--- config.mk ---
export PLATFORM = sky130hd
export DESIGN_NAME = dmem_arbiter
export DESIGN_NICKNAME = d
export VERILOG_FILES = /design/src/rtl/dmem_arb_pkg.sv /design/src/rtl/rr_arb2.sv /design/src/rtl/dmem_arbiter.sv
export SDC_FILE = /design/constraint.sdc
export NUM_CORES = 1
export LEC_CHECK = 0
export ABC_AREA = 1
export BUFFER_PORTS_ARGS = -buffer_cell sky130_fd_sc_hd__buf_2
export CAP_MARGIN = 10
export CELL_PAD_IN_SITES_DETAIL_PLACEMENT = 0
export CELL_PAD_IN_SITES_GLOBAL_PLACEMENT = 1
export CORE_MARGIN = 5
export CORE_UTILIZATION = 34
export CTS_BUF_LIST = sky130_fd_sc_hd__clkbuf_4 sky130_fd_sc_hd__clkbuf_8
export DETAILED_ROUTE_END_ITERATION = 8
export HOLD_SLACK_MARGIN = 0.08
export PLACE_DENSITY_LB_ADDON = 0.1
export SKIP_CTS_REPAIR_TIMING = 1
export SYNTH_ARGS = -nofsm -noshare
export SYNTH_HDL_FRONTEND = slang
export SYNTH_HIERARCHICAL = 1
export SYNTH_SLANG_ARGS = --single-unit
--- constraint.sdc ---
create_clock -name clk -period 5.7 [get_ports clk]
set_input_delay 0.285 -clock clk [delete_from_list [all_inputs] [get_ports clk]]
set_output_delay 0.285 -clock clk [all_outputs]
set_load 0.01 [all_outputs]
--- src/rtl/dmem_arb_pkg.sv ---
// Shared types and sizing for the data-memory arbiter.
package dmem_arb_pkg;

    localparam int unsigned DMEM_DEPTH = 128;
    localparam int unsigned DMEM_IDX_W = 7;

    typedef enum logic [1:0] {
        IDLE   = 2'd0,
        ACCESS = 2'd1,
        RESP   = 2'd2
    } arb_state_t;

endpackage

--- src/rtl/rr_arb2.sv ---
// Two-way round-robin picker; on contention the requester not granted last wins.
module rr_arb2 (
    input  logic [1:0] req,
    input  logic       last,
    output logic [1:0] gnt
);

    always_comb begin
        gnt = '0;
        case (req)
            2'b01:   gnt = 2'b01;
            2'b10:   gnt = 2'b10;
            2'b11:   gnt = last ? 2'b01 : 2'b10;
            default: gnt = '0;
        endcase
    end

endmodule

--- src/rtl/dmem_arbiter.sv ---
// Two-requester arbiter for a single-port data memory: grant, access, respond,
// one transaction every three cycles.
module dmem_arbiter
    import dmem_arb_pkg::*;
#(
    parameter int unsigned DATA_W = 32,
    parameter int unsigned IDX_W  = DMEM_IDX_W
) (
    input  logic              clk,
    input  logic              rst,
    input  logic              req0,
    input  logic              req1,
    input  logic              we0,
    input  logic              we1,
    input  logic [DATA_W-1:0] addr0,
    input  logic [DATA_W-1:0] addr1,
    input  logic [DATA_W-1:0] wdata0,
    input  logic [DATA_W-1:0] wdata1,
    output logic              gnt0,
    output logic              gnt1,
    output logic              rvalid0,
    output logic              rvalid1,
    output logic [DATA_W-1:0] rdata0,
    output logic [DATA_W-1:0] rdata1,
    output logic              err,
    output logic [DATA_W-1:0] mem_addr,
    output logic [DATA_W-1:0] mem_wdata,
    output logic              mem_we,
    input  logic [DATA_W-1:0] mem_rdata,
    output logic              busy
);

    localparam logic [DATA_W-1:0] IDX_MASK = {DATA_W{1'b1}} >> (DATA_W - IDX_W);

    arb_state_t        r_state;
    arb_state_t        w_next;
    logic [DATA_W-1:0] r_addr;
    logic [DATA_W-1:0] r_wdata;
    logic [DATA_W-1:0] r_rdata0;
    logic [DATA_W-1:0] r_rdata1;
    logic              r_we;
    logic              r_owner;
    logic              r_last;
    logic              r_rvalid0;
    logic              r_rvalid1;
    logic              r_err;
    logic [1:0]        w_pick;
    logic [1:0]        w_grant;
    logic              w_oor;

    rr_arb2 u_rr_arb2 (
        .req  ({req1, req0}),
        .last (r_last),
        .gnt  (w_pick)
    );

    // Captured address is kept unmasked so range errors can be detected later.
    assign w_oor = |(r_addr & ~IDX_MASK);

    always_ff @(posedge clk or posedge rst) begin
        if (rst) r_state <= IDLE;
        else     r_state <= w_next;
    end

    always_comb begin
        w_next  = r_state;
        w_grant = '0;
        mem_we  = 1'b0;
        busy    = 1'b1;
        case (r_state)
            IDLE: begin
                busy = 1'b0;
                if (!rst) w_grant = w_pick;
                if (req0 | req1) w_next = ACCESS;
            end
            ACCESS: begin
                mem_we = r_we & ~w_oor;
                w_next = RESP;
            end
            RESP:    w_next = IDLE;
            default: w_next = IDLE;
        endcase
    end

    always_ff @(posedge clk or posedge rst) begin
        if (rst) begin
            r_addr    <= '0;
            r_wdata   <= '0;
            r_we      <= 1'b0;
            r_owner   <= 1'b0;
            r_last    <= 1'b1;
            r_rdata0  <= '0;
            r_rdata1  <= '0;
            r_rvalid0 <= 1'b0;
            r_rvalid1 <= 1'b0;
            r_err     <= 1'b0;
        end else begin
            r_rvalid0 <= 1'b0;
            r_rvalid1 <= 1'b0;
            r_err     <= 1'b0;
            if (|w_grant) begin
                r_addr  <= w_grant[1] ? addr1  : addr0;
                r_wdata <= w_grant[1] ? wdata1 : wdata0;
                r_we    <= w_grant[1] ? we1    : we0;
                r_owner <= w_grant[1];
                r_last  <= w_grant[1];
            end
            if (r_state == RESP) begin
                if (r_owner) begin
                    r_rdata1  <= w_oor ? '0 : mem_rdata;
                    r_rvalid1 <= 1'b1;
                end else begin
                    r_rdata0  <= w_oor ? '0 : mem_rdata;
                    r_rvalid0 <= 1'b1;
                end
                r_err <= w_oor;
            end
        end
    end

    assign gnt0      = w_grant[0];
    assign gnt1      = w_grant[1];
    assign rvalid0   = r_rvalid0;
    assign rvalid1   = r_rvalid1;
    assign rdata0    = r_rdata0;
    assign rdata1    = r_rdata1;
    assign err       = r_err;
    assign mem_addr  = r_addr & IDX_MASK;
    assign mem_wdata = r_wdata;

endmodule

After elaboration in Yosys (flattened, before gate mapping)

Index checks and enable logic that the tools add are counted.

Output and inout bits: 135
Word-level logic and storage cells: 43
Register bits: 136
Bits of input ports: 166

Eq/ne operators: 6
Mux-type cells: 17
Bitwise gates (word level): 4
Reduce and logical (&&, ||, !) cells: 5

Operators by type and width:

| operator                                                               | number |
|---|---|
| 32-bit 2-to-1 mux                                                      | 3 |
| 25-bit OR reduction                                                    | 1 |
| 1-bit 2-to-1 mux                                                       | 8 |
| 2-bit 2-to-1 mux                                                       | 4 |
| 2-bit equality test (second input constant)                            | 3 |
| 2-bit case mux with 3 select lines                                     | 1 |
| 2-bit by 1-bit equality test with 1-bit output (second input constant) | 2 |
| 2-bit case mux with 2 select lines                                     | 1 |
| 2-bit AND reduction                                                    | 2 |
| 2-bit zero test                                                        | 1 |
| 2-bit inequality test (second input constant)                          | 1 |
| 1-bit inverter                                                         | 2 |
| 2-bit OR reduction                                                     | 1 |
| 1-bit AND                                                              | 1 |
| 1-bit bitwise OR                                                       | 1 |

Logic depth before layout (Yosys ltp)

Gate-level depths: netlist (run 1).

Depth after elaboration: 5
Gate-level depth with buffers: 9
Depth with buffers taken out: 7

Cells and area by module

Netlist (run 1), hierarchy kept.

Modules (own cells, without submodules):

| module       | area an instance (um^2) | seq. area each (um^2) | instances | cells each |
|---|---|---|---|---|
| dmem_arbiter | 6174.7                  | 3404.5                | 1         | 721 |
| rr_arb2      | 21.3                    | 0.0                   | 1         | 5 |

Worst setup path before layout (run 1)

OpenSTA, ideal clock, no wires.

Path type: input to output
From: in rst
To: out gnt0
Arrival time: 4.025 ns
Slack: 1.390 ns
Required time: 5.415 ns
Cell stages on the path: 4
Path buffers: 1
Cell sequence: inv_1 nand3_2 buf_2 inv_1

Cells in the longest elaborated chain, start to end: 2

RTL lines:

| item             | RTL line           | text |
|---|---|---|
| from (decl)      | dmem_arbiter.sv:10 | `input logic rst,` |
| 2-bit 2-to-1 mux | dmem_arbiter.sv:73 | `if (!rst) w_grant = w_pick;` |
| 2-bit 2-to-1 mux | dmem_arbiter.sv:70 | `case (r_state)` |
| to (decl)        | dmem_arbiter.sv:19 | `output logic gnt0,` |

Every way passes these cells.

Final worst setup path (run 1)

From: in rst
To: out gnt1

Cells in the longest elaborated chain, start to end: 2

RTL lines:

| item             | RTL line           | text |
|---|---|---|
| 2-bit 2-to-1 mux | dmem_arbiter.sv:73 |  |
| 2-bit 2-to-1 mux | dmem_arbiter.sv:70 |  |
| to (decl)        | dmem_arbiter.sv:20 | `output logic gnt1,` |

Every way passes these cells.

==> results.toml, run 1 <==
[status]
status = "finished, final reports clean"

[logic_synthesis]
async_reset_ff_share_pct = 100
yosysWarnings = 6
synth_edf_count = 0
synthTopCellsByCount = "nand2_1, dfrtp_1, nand3_1"
syn_avg_cell_area_sq_um = 8.53
synth_top_area_share_pct = 54.5
ys.flop_type = "dfrtp_1"
yosysTopAreaCell = "dfrtp_1"
ys_types = 23
syn_area_sq_um = 6200
ys_seq_area_share_pct = 54.9
ys_ff_latch = 136
syn_inst = 726
synth_area_leaders = "dfrtp_1, nand3_1, nand2_1"
synth_most_common_cell = "nand2_1"

[clock_network]
clk_latency_ps = 440
cts.clk_slew.worst_paths_ps = 90
clkSinkCount = 136
cts_buffers = 17
clk_path_buf_depth = 2
cts_tree = "built"
h-tree-depth = 4
root_buffer = "clkbuf_8"

[setup_path]
start_kind = "input pin"
worstPathMaxFanout = 62
r2r_setup_slack_ps = 3140
r2r_end = "r_addr[29]$_DFFE_PP0P_"
crit_path_end_kind = "output port"
reg2reg_depth = 6
cp.required_ps = 5410
path_class = "in2out"
crit_arrival_ps = 2980
rr_startpoint = "r_last$_DFFE_PP1P_"

[route]
vias = 5796
ant_nets = 0
post-route-drc-count = 0
avgViaCountPerCell = 4.65
totalWireLength_mm = 19.9
post_drt_wl_per_cell_microns = 16.0
first_iter_violations = 247
dr.pass1.iters = 4

[timing]
setup_slack_ps = 2430
finalCritPeriodShare_pct = 57.3
finalCriticalPeriod_ps = 3270
fmax_mhz = 306
hold_viol = 0
setup_tns_ps = 0
final_max_slew_viol_count = 0
max_slew_margin_pct = 32.6
rsz0062_at_grt = "no"
worst_slew_pin_slew_ps = 1010
finClkSkew_ps = 13.1
finalSetupViolCount = 0

[flow_run]
maxCapViolCount = 0

[pwr]
power.density_nw_per_um2 = 455
vdd_ir_drop_max_v = 0.000168
p_leak_nw = 4.51

[placed_design]
dp_slack_ps = 2620
io_buffers = 275
place_hpwl_mm = 13.2
gp_congestion = 0.772

[final_layout]
drive_gt1_share_pct = 32.1
area_delta_synth_final_pct = 33.8
antenna_cells = 0
nFillCells = 1903
fin_nets = 1171

[floorplan]
io_pins = 301
core_area_sq_um = 18000
rows = 49
die_h_microns = 145
die_area_sq_um = 21000
start_util_pct = 34.5
fp.dieW_microns = 145

[global_route]
grt_use_total_pct = 18.1
first_global_vias = 5696
grt_max_degree = 85
grt_pass1_wl_mm = 31.0
antenna_found_initial = 1
grt_overflow = 0

[hold_path]
min_path_type = "in2reg"
hold_depth = 3
worstHoldStart = "mem_rdata[5]"
hold_end = "rdata0[5]$_DFFE_PP0P_"
==> cell type report <==
cell class	instances	area, sq um	share of cell area [%]
sequential	136	3400	41.1
multi-input combinational	514	2300	27.8
timing repair buffer	320	1820	22.0
tap	229	287	3.46
clock buffer	17	234	2.82
clock inverter	15	178	2.14
inverter	16	65.1	0.785
==> cells in the final DEF (no fill, tap or decap), drive strengths merged <==
cell	count
clkinvlp	2
nand2	145
buf	283
dfstp	1
nor2	86
dlygate4sd3	37
inv	17
bufinv	3
o22ai	7
dfrtp	135
nor3	1
conb	25
clkinv	9
clkbuf	17
nand3	125
a21oi	1
o21ai	124
==> critical path: stages <==
cell and delay (ps):
dlygate4sd3_1 530, buf_2 140, inv_6 420, nand3_4 520, inv_2 780, buf_2 260
==> per-layer routing <==
layer | vias to the layer above | track usage, % | share of wire (%)
met2 | 215 | 27.5 | 46
li1 | 2907 | - | -
met5 | - | 0 | 0.035
met3 | 8 | 7.67 | 8.8
met4 | 2 | 3.81 | 0.58
met1 | 2664 | 24.2 | 44
==> registers in the layout (all words and copies together), names as in the netlist <==
| register | cells |
|---|---|
| mem_wdata | 32 |
| r_addr | 32 |
| rdata0 | 32 |
| rdata1 | 32 |
| r_state | 2 |
| err | 1 |
| r_last | 1 |
| r_owner | 1 |
| r_we | 1 |
| rvalid0 | 1 |
| rvalid1 | 1 |
==> where the power goes <==
group,total [W],switching (W),internal [W]
Sequential,0.00156,0.000204,0.00136
Clock,0.000832,0.000398,0.000434
Combinational,0.00138,0.000832,0.000548
==> how the worst max path moves through the flow <==
stage               slack [ps]                        end                from  depth (start not counted)
finish                    2430                       gnt1                 rst                          6
floorplan                 1390                       gnt0                 rst                          4
global route              2140                       gnt1                 rst                          6
global placement          2650     r_addr[22]$_DFFE_PP0P_                 rst                          6
CTS                       2830                       gnt1  r_last$_DFFE_PP1P_                          4
detailed placement        2620  mem_wdata[29]$_DFFE_PP0P_                 rst                          6
==> logic make-up after synthesis <==
group,share of synthesized area [%]
compound gates,10.8
buf+inv,9.49
flops,54.9
other cells,0.0605
simple gates,24.7
==> per-stage QoR <==
stage	cell area, sq um	util [%]	cells	hold WS, ps	total power [W]
global placement	7490	41.7	1177	416	0.00296
floorplan	6290	-	750	423	0.00243
finish	8290	46.1	1247	86.7	0.00377
detailed placement	7490	41.7	1177	411	0.00296
global route	8290	46.1	1247	80.5	0.00407
CTS	7900	44.0	1209	-83.8	0.00381
No activity file was read; power rests on OpenSTA's default activity.
==> run 2: changes to the inputs <==
--- a/config.mk
+++ b/config.mk
@@ -11,7 +11,7 @@
 export CELL_PAD_IN_SITES_DETAIL_PLACEMENT = 0
 export CELL_PAD_IN_SITES_GLOBAL_PLACEMENT = 1
 export CORE_MARGIN = 5
-export CORE_UTILIZATION = 34
+export CORE_UTILIZATION = 30
 export CTS_BUF_LIST = sky130_fd_sc_hd__clkbuf_4 sky130_fd_sc_hd__clkbuf_8
 export DETAILED_ROUTE_END_ITERATION = 8
 export HOLD_SLACK_MARGIN = 0.08
==> constraint.sdc (replaced) <==
create_clock -name clk -period 3 [get_ports clk]
set_input_delay 0.15 -clock clk [delete_from_list [all_inputs] [get_ports clk]]
set_output_delay 0.15 -clock clk [all_outputs]
set_load 0.01 [all_outputs]
==> run 2 against run 1 <==
Effect of this change: via count up 9.1%; worst setup slack lost 2300 ps; count of clock-buffer cells in the layout increased by 5; wire length is 9.4% higher; sequential share of layout area shrank 5.9 points; die area increased by 12%; sequential power up 91%; design area up 17%; first-iteration DRC count up 12%; core utilization increased by 1.5 points; largest cell class unchanged; largest power group unchanged; highest routed layer is now met4.
==> results.toml, run 2 (synthesized netlist as in run 1, its figures left out) <==
[status]
status = "finished, final reports clean"

[timing]
finalCriticalPeriod_ps = 2830
finalSetupViolCount = 0
worst_slew_pin_slew_ps = 958
whs_ps = 250
setup_tns_ps = 0
finalCritPeriodShare_pct = 94.4
final_max_slew_viol_count = 0
max_slew_margin_pct = 36.1
fmax_mhz = 353
finClkSkew_ps = 16.8
hold_viol = 0

[pwr]
seq_power_share_pct = 40.1
switching_share_pct = 37.4
p_comb_share_pct = 38.6
p_int_w = 0.00465
power.density_nw_per_um2 = 768
clock_power_share_pct = 21.3
vdd_ir_drop_max_v = 0.000298
switchingPower_w = 0.00278
p_leak_nw = 5.07

[global_route]
grt_pass1_wl_mm = 31.4
first_global_vias = 5756
grt_use_total_pct = 16.6
grt_overflow = 0
grt_max_degree = 91
antenna_found_initial = 0

[route]
ant_nets = 0
first_iter_violations = 276
dr.pass1.iters = 4
post_drt_wl_per_cell_microns = 15.3
vias = 6326
totalWireLength_mm = 21.8
post-route-drc-count = 0
avgViaCountPerCell = 4.45

[placed_design]
place_area_sq_um = 7600
io_buffers = 275
gp_congestion = 0.749
placed_cells = 1222
place_hpwl_mm = 14.1

[clock_network]
cts_buffers = 17
clk_latency_ps = 440
root_buffer = "clkbuf_8"
clk_path_buf_depth = 2
h-tree-depth = 4
cts_tree = "built"
cts.clk_slew.worst_paths_ps = 90
clkSinkCount = 136

[setup_path]
r2r_end = "mem_wdata[5]$_DFFE_PP0P_"
worstPathMaxFanout = 90
start_kind = "input pin"
reg2reg_depth = 7
crit_path_end_kind = "flop"
crit_chain = "dlygate4sd3_1, buf_2, clkinvlp_4, nand3_4, buf_4, o21ai_0, o21ai_1, dlygate4sd3_1"
max_stage_delay_ps = 730
crit_top_cell = "dlygate4sd3_1"
cp.required_ps = 3380
path_class = "in2reg"
path_buf_inv = 5
r2r_setup_slack_ps = 230
path_delay_family = "buffers and inverters"
crit_arrival_ps = 3210
crit_path_top_delay_cell = "buf_4"
rr_startpoint = "r_last$_DFFE_PP1P_"

[hold_path]
min_path_type = "in2async"

[final_layout]
fin_util_pct = 47.6
nFillCells = 2035
design_area_sq_um = 9670
final_cell_mix = "buf_2, dlygate4sd3_1, nand2_1"
final_common_cell = "buf_2"
fin_nets = 1302
area_delta_synth_final_pct = 56.1
fin_cells = 1420
regArea_sq_um = 3400
multi_input_area_sq_um = 2300
drive_gt1_share_pct = 28.7

[floorplan]
die_area_sq_um = 23600
core_area_sq_um = 20300
rows = 52
start_util_pct = 30.5
die_h_microns = 154
io_pins = 301
fp.dieW_microns = 154

[flow_run]
maxCapViolCount = 0
run 2: changes by cell type in the layout (fill, tap and decap cells not counted), sizes merged:
cell | before | now
buf | 283 | 286
bufinv | 3 | 2
clkbuf | 17 | 22
clkinv | 9 | 4
clkinvlp | 2 | 3
diode | 0 | 1
dlygate4sd3 | 37 | 165
run 2: metal layers:
layer	vias to the layer above	GRT usage [%]	routed length [microns]
met5	-	0	0
li1	3171	-	-
met2	238	25.4	10500
met4	0	4.21	248
met3	16	6.91	1610
met1	2901	21.8	9430
run 2: how the worst max path moves through the flow:
stage	start	end	slack, ps	cells past startpoint
floorplan	rst	r_addr[11]$_DFFE_PP0P_	-170	6
global placement	rst	r_addr[22]$_DFFE_PP0P_	730	7
detailed placement	r_last$_DFFE_PP1P_	r_addr[17]$_DFFE_PP0P_	700	6
CTS	r_last$_DFFE_PP1P_	gnt1	570	4
global route	rst	mem_wdata[27]$_DFFE_PP0P_	-20	8
finish	rst	mem_wdata[27]$_DFFE_PP0P_	170	8
run 2: power by group through the flow:
stage | sequential, W | combinational, W | clock, W
6_report | 0.00298 | 0.00286 | 0.00158
5_1_grt | 0.00307 | 0.00322 | 0.00172
4_1_cts | 0.00298 | 0.00268 | 0.00163
3_5_place_dp | 0.00299 | 0.00268 | 0
3_3_place_gp | 0.00300 | 0.00266 | 0
2_1_floorplan | 0.00320 | 0.00142 | 0
run 2: worst register-to-register path, delay by kind of cell, from the launching register on:
kind	cells	cell delay (ps)
buffers and inverters	2	800
AO/OA/AOI/OAI	3	480
AND/OR/NAND/NOR	2	1040
flip-flops	1	390
run 2: through the flow:
step / setup slack, ps / power, W
after floorplan: -172 / 0.00462
after global placement: 729 / 0.00567
after detailed placement: 699 / 0.00567
after CTS: 573 / 0.00729
after global routing: -25.0 / 0.00801
final: 169 / 0.00743
run 2: cell type report:
type / instances / area share [%]
well taps: 270 / 3.49
multi-input cells: 514 / 23.8
repair buffers: 451 / 32.6
clock inverters: 10 / 1.20
diodes: 1 / 0.0259
clock buffers: 22 / 3.07
inverters: 16 / 0.660
flip-flops and latches: 136 / 35.2
==> run 3: changes to the inputs <==
--- a/config.mk
+++ b/config.mk
@@ -8,14 +8,13 @@
 export ABC_AREA = 1
 export BUFFER_PORTS_ARGS = -buffer_cell sky130_fd_sc_hd__buf_2
 export CAP_MARGIN = 10
-export CELL_PAD_IN_SITES_DETAIL_PLACEMENT = 0
-export CELL_PAD_IN_SITES_GLOBAL_PLACEMENT = 1
+export CORE_ASPECT_RATIO = 0.8
 export CORE_MARGIN = 5
-export CORE_UTILIZATION = 30
+export CORE_UTILIZATION = 43
 export CTS_BUF_LIST = sky130_fd_sc_hd__clkbuf_4 sky130_fd_sc_hd__clkbuf_8
 export DETAILED_ROUTE_END_ITERATION = 8
 export HOLD_SLACK_MARGIN = 0.08
-export PLACE_DENSITY_LB_ADDON = 0.1
+export PLACE_DENSITY = 0.78
 export SKIP_CTS_REPAIR_TIMING = 1
 export SYNTH_ARGS = -nofsm -noshare
 export SYNTH_HDL_FRONTEND = slang
==> run 3 against run 2 <==
Effect of this change: final cell count down 6.3%; non-clock buffer count down 2; flip-flop and latch count unchanged; critical endpoint is now r_addr[0]$_DFFE_PP0P_; critical path depth up 1; largest power group is now combinational cells; critical path type unchanged; clock skew down 3.9 ps; clock power down 5%; combinational power up 25%; power up 9.5%; maximum frequency up 9.0%; register-to-register slack better by 180 ps.
==> results.toml, run 3 (synthesized netlist as in run 1, its figures left out) <==
[pwr]
p_leak_nw = 5.09
power.density_nw_per_um2 = 854
power_w = 0.00813
vdd_ir_drop_max_v = 0.000514

[hold_path]
hold_depth = 3
worstHoldStart = "wdata1[31]"
min_path_type = "in2reg"
hold_end = "mem_wdata[31]$_DFFE_PP0P_"

[route]
post_drt_wl_per_cell_microns = 17.5
first_iter_violations = 533
vias = 6909
post-route-drc-count = 0
totalWireLength_mm = 23.3
avgViaCountPerCell = 5.19
dr.pass1.iters = 5
ant_nets = 0

[setup_path]
path_class = "in2reg"
r2r_end = "r_addr[0]$_DFFE_PP0P_"
crit_path_end_kind = "flop"
worstPathMaxFanout = 48
r2r_setup_slack_ps = 410
cp.required_ps = 3370
rr_startpoint = "r_last$_DFFE_PP1P_"
reg2reg_depth = 7
start_kind = "input pin"
crit_arrival_ps = 2960

[clock_network]
cts.clk_slew.worst_paths_ps = 80
h-tree-depth = 4
clkSinkCount = 136
root_buffer = "clkbuf_8"
cts_buffers = 17
cts_tree = "built"
clk_latency_ps = 440
clk_path_buf_depth = 2

[final_layout]
area_delta_synth_final_pct = 53.7
final_common_cell = "buf_2"
final_cell_mix = "buf_2, dlygate4sd3_1, nand2_1"
design_area_sq_um = 9520
drive_gt1_share_pct = 28.6
fin_nets = 1300

[floorplan]
io_pins = 301
core_area_sq_um = 14200
rows = 39
start_util_pct = 43.6
fp.dieW_microns = 144
die_area_sq_um = 16900
die_h_microns = 117

[timing]
worst_slew_pin_slew_ps = 905
hold_viol = 0
final_max_slew_viol_count = 0
rsz0062_at_grt = "no"
finalSetupViolCount = 0
setup_tns_ps = 0
max_slew_margin_pct = 39.7
finalCritPeriodShare_pct = 86.5
finClkSkew_ps = 12.9
fmax_mhz = 385
finalCriticalPeriod_ps = 2600

[global_route]
grt_use_total_pct = 21.6
grt_pass1_wl_mm = 29.4
antenna_found_initial = 0
first_global_vias = 5764
grt_overflow = 0
grt_max_degree = 108

[placed_design]
place_area_sq_um = 7490
place_hpwl_mm = 13.1
io_buffers = 275
gp_congestion = 0.833

[flow_run]
maxCapViolCount = 0

[status]
status = "finished, final reports clean"
[run 3: worst max-delay path, stage by stage]
cell,delay (ps)
dlygate4sd3_1,540
buf_2,150
a21oi_1,230
nand3_4,260
inv_2,390
buf_12,280
nor2_1,110
o21ai_1,190
dlygate4sd3_1,630
[run 3: how the worst max path moves through the flow]
stage / endpoint / cells after the start / start / slack (ps)
6_report: r_addr[0]$_DFFE_PP0P_ / 9 / req0 / 400
2_1_floorplan: r_addr[11]$_DFFE_PP0P_ / 6 / rst / -170
3_5_place_dp: mem_wdata[30]$_DFFE_PP0P_ / 6 / r_last$_DFFE_PP1P_ / 1110
5_1_grt: mem_wdata[18]$_DFFE_PP0P_ / 7 / r_last$_DFFE_PP1P_ / 310
4_1_cts: gnt1 / 4 / r_last$_DFFE_PP1P_ / 900
3_3_place_gp: rdata1[29]$_DFFE_PP0P_ / 8 / r_addr[7]$_DFFE_PP0P_ / 1110
[run 3: through the flow]
| stage | hold WS [ps] | std cells | utilization, % | setup slack, ps |
|---|---|---|---|---|
| floorplan | 288 | 750 | - | -172 |
| global placement | 355 | 1135 | 52.7 | 1110 |
| detailed placement | 357 | 1135 | 52.7 | 1110 |
| CTS | -134 | 1166 | 55.5 | 902 |
| global route | 77.7 | 1330 | 67.0 | 307 |
| finish | 78.7 | 1331 | 67.1 | 404 |
[run 3: layer usage]
layer / share of wire [%] / track usage, % / wire (microns) / up-vias
met5: 0 / 0 / 0 / -
met1: 38 / 28.1 / 8880 / 3275
met4: 2.0 / 3.85 / 475 / 0
met2: 49 / 34.9 / 11400 / 430
li1: - / - / - / 3155
met3: 11 / 8.38 / 2550 / 49
[run 3: cell type report]
cell class                 count  area (sq um)
antenna                        1          2.50
clock buffer                  20           275
clock inverter                11           114
fill                        1024          4680
inverter                      16          63.8
multi-input combinational    514          2300
sequential                   136          3400
tap                          184           230
timing repair buffer         449          3130
[run 3: report_power, final]
group,leakage (nW),internal [W],total [W],switching (W)
combinational,3.14,0.00172,0.00357,0.00186
sequential,1.76,0.00258,0.00306,0.000476
clock,0.189,0.000731,0.00150,0.000767
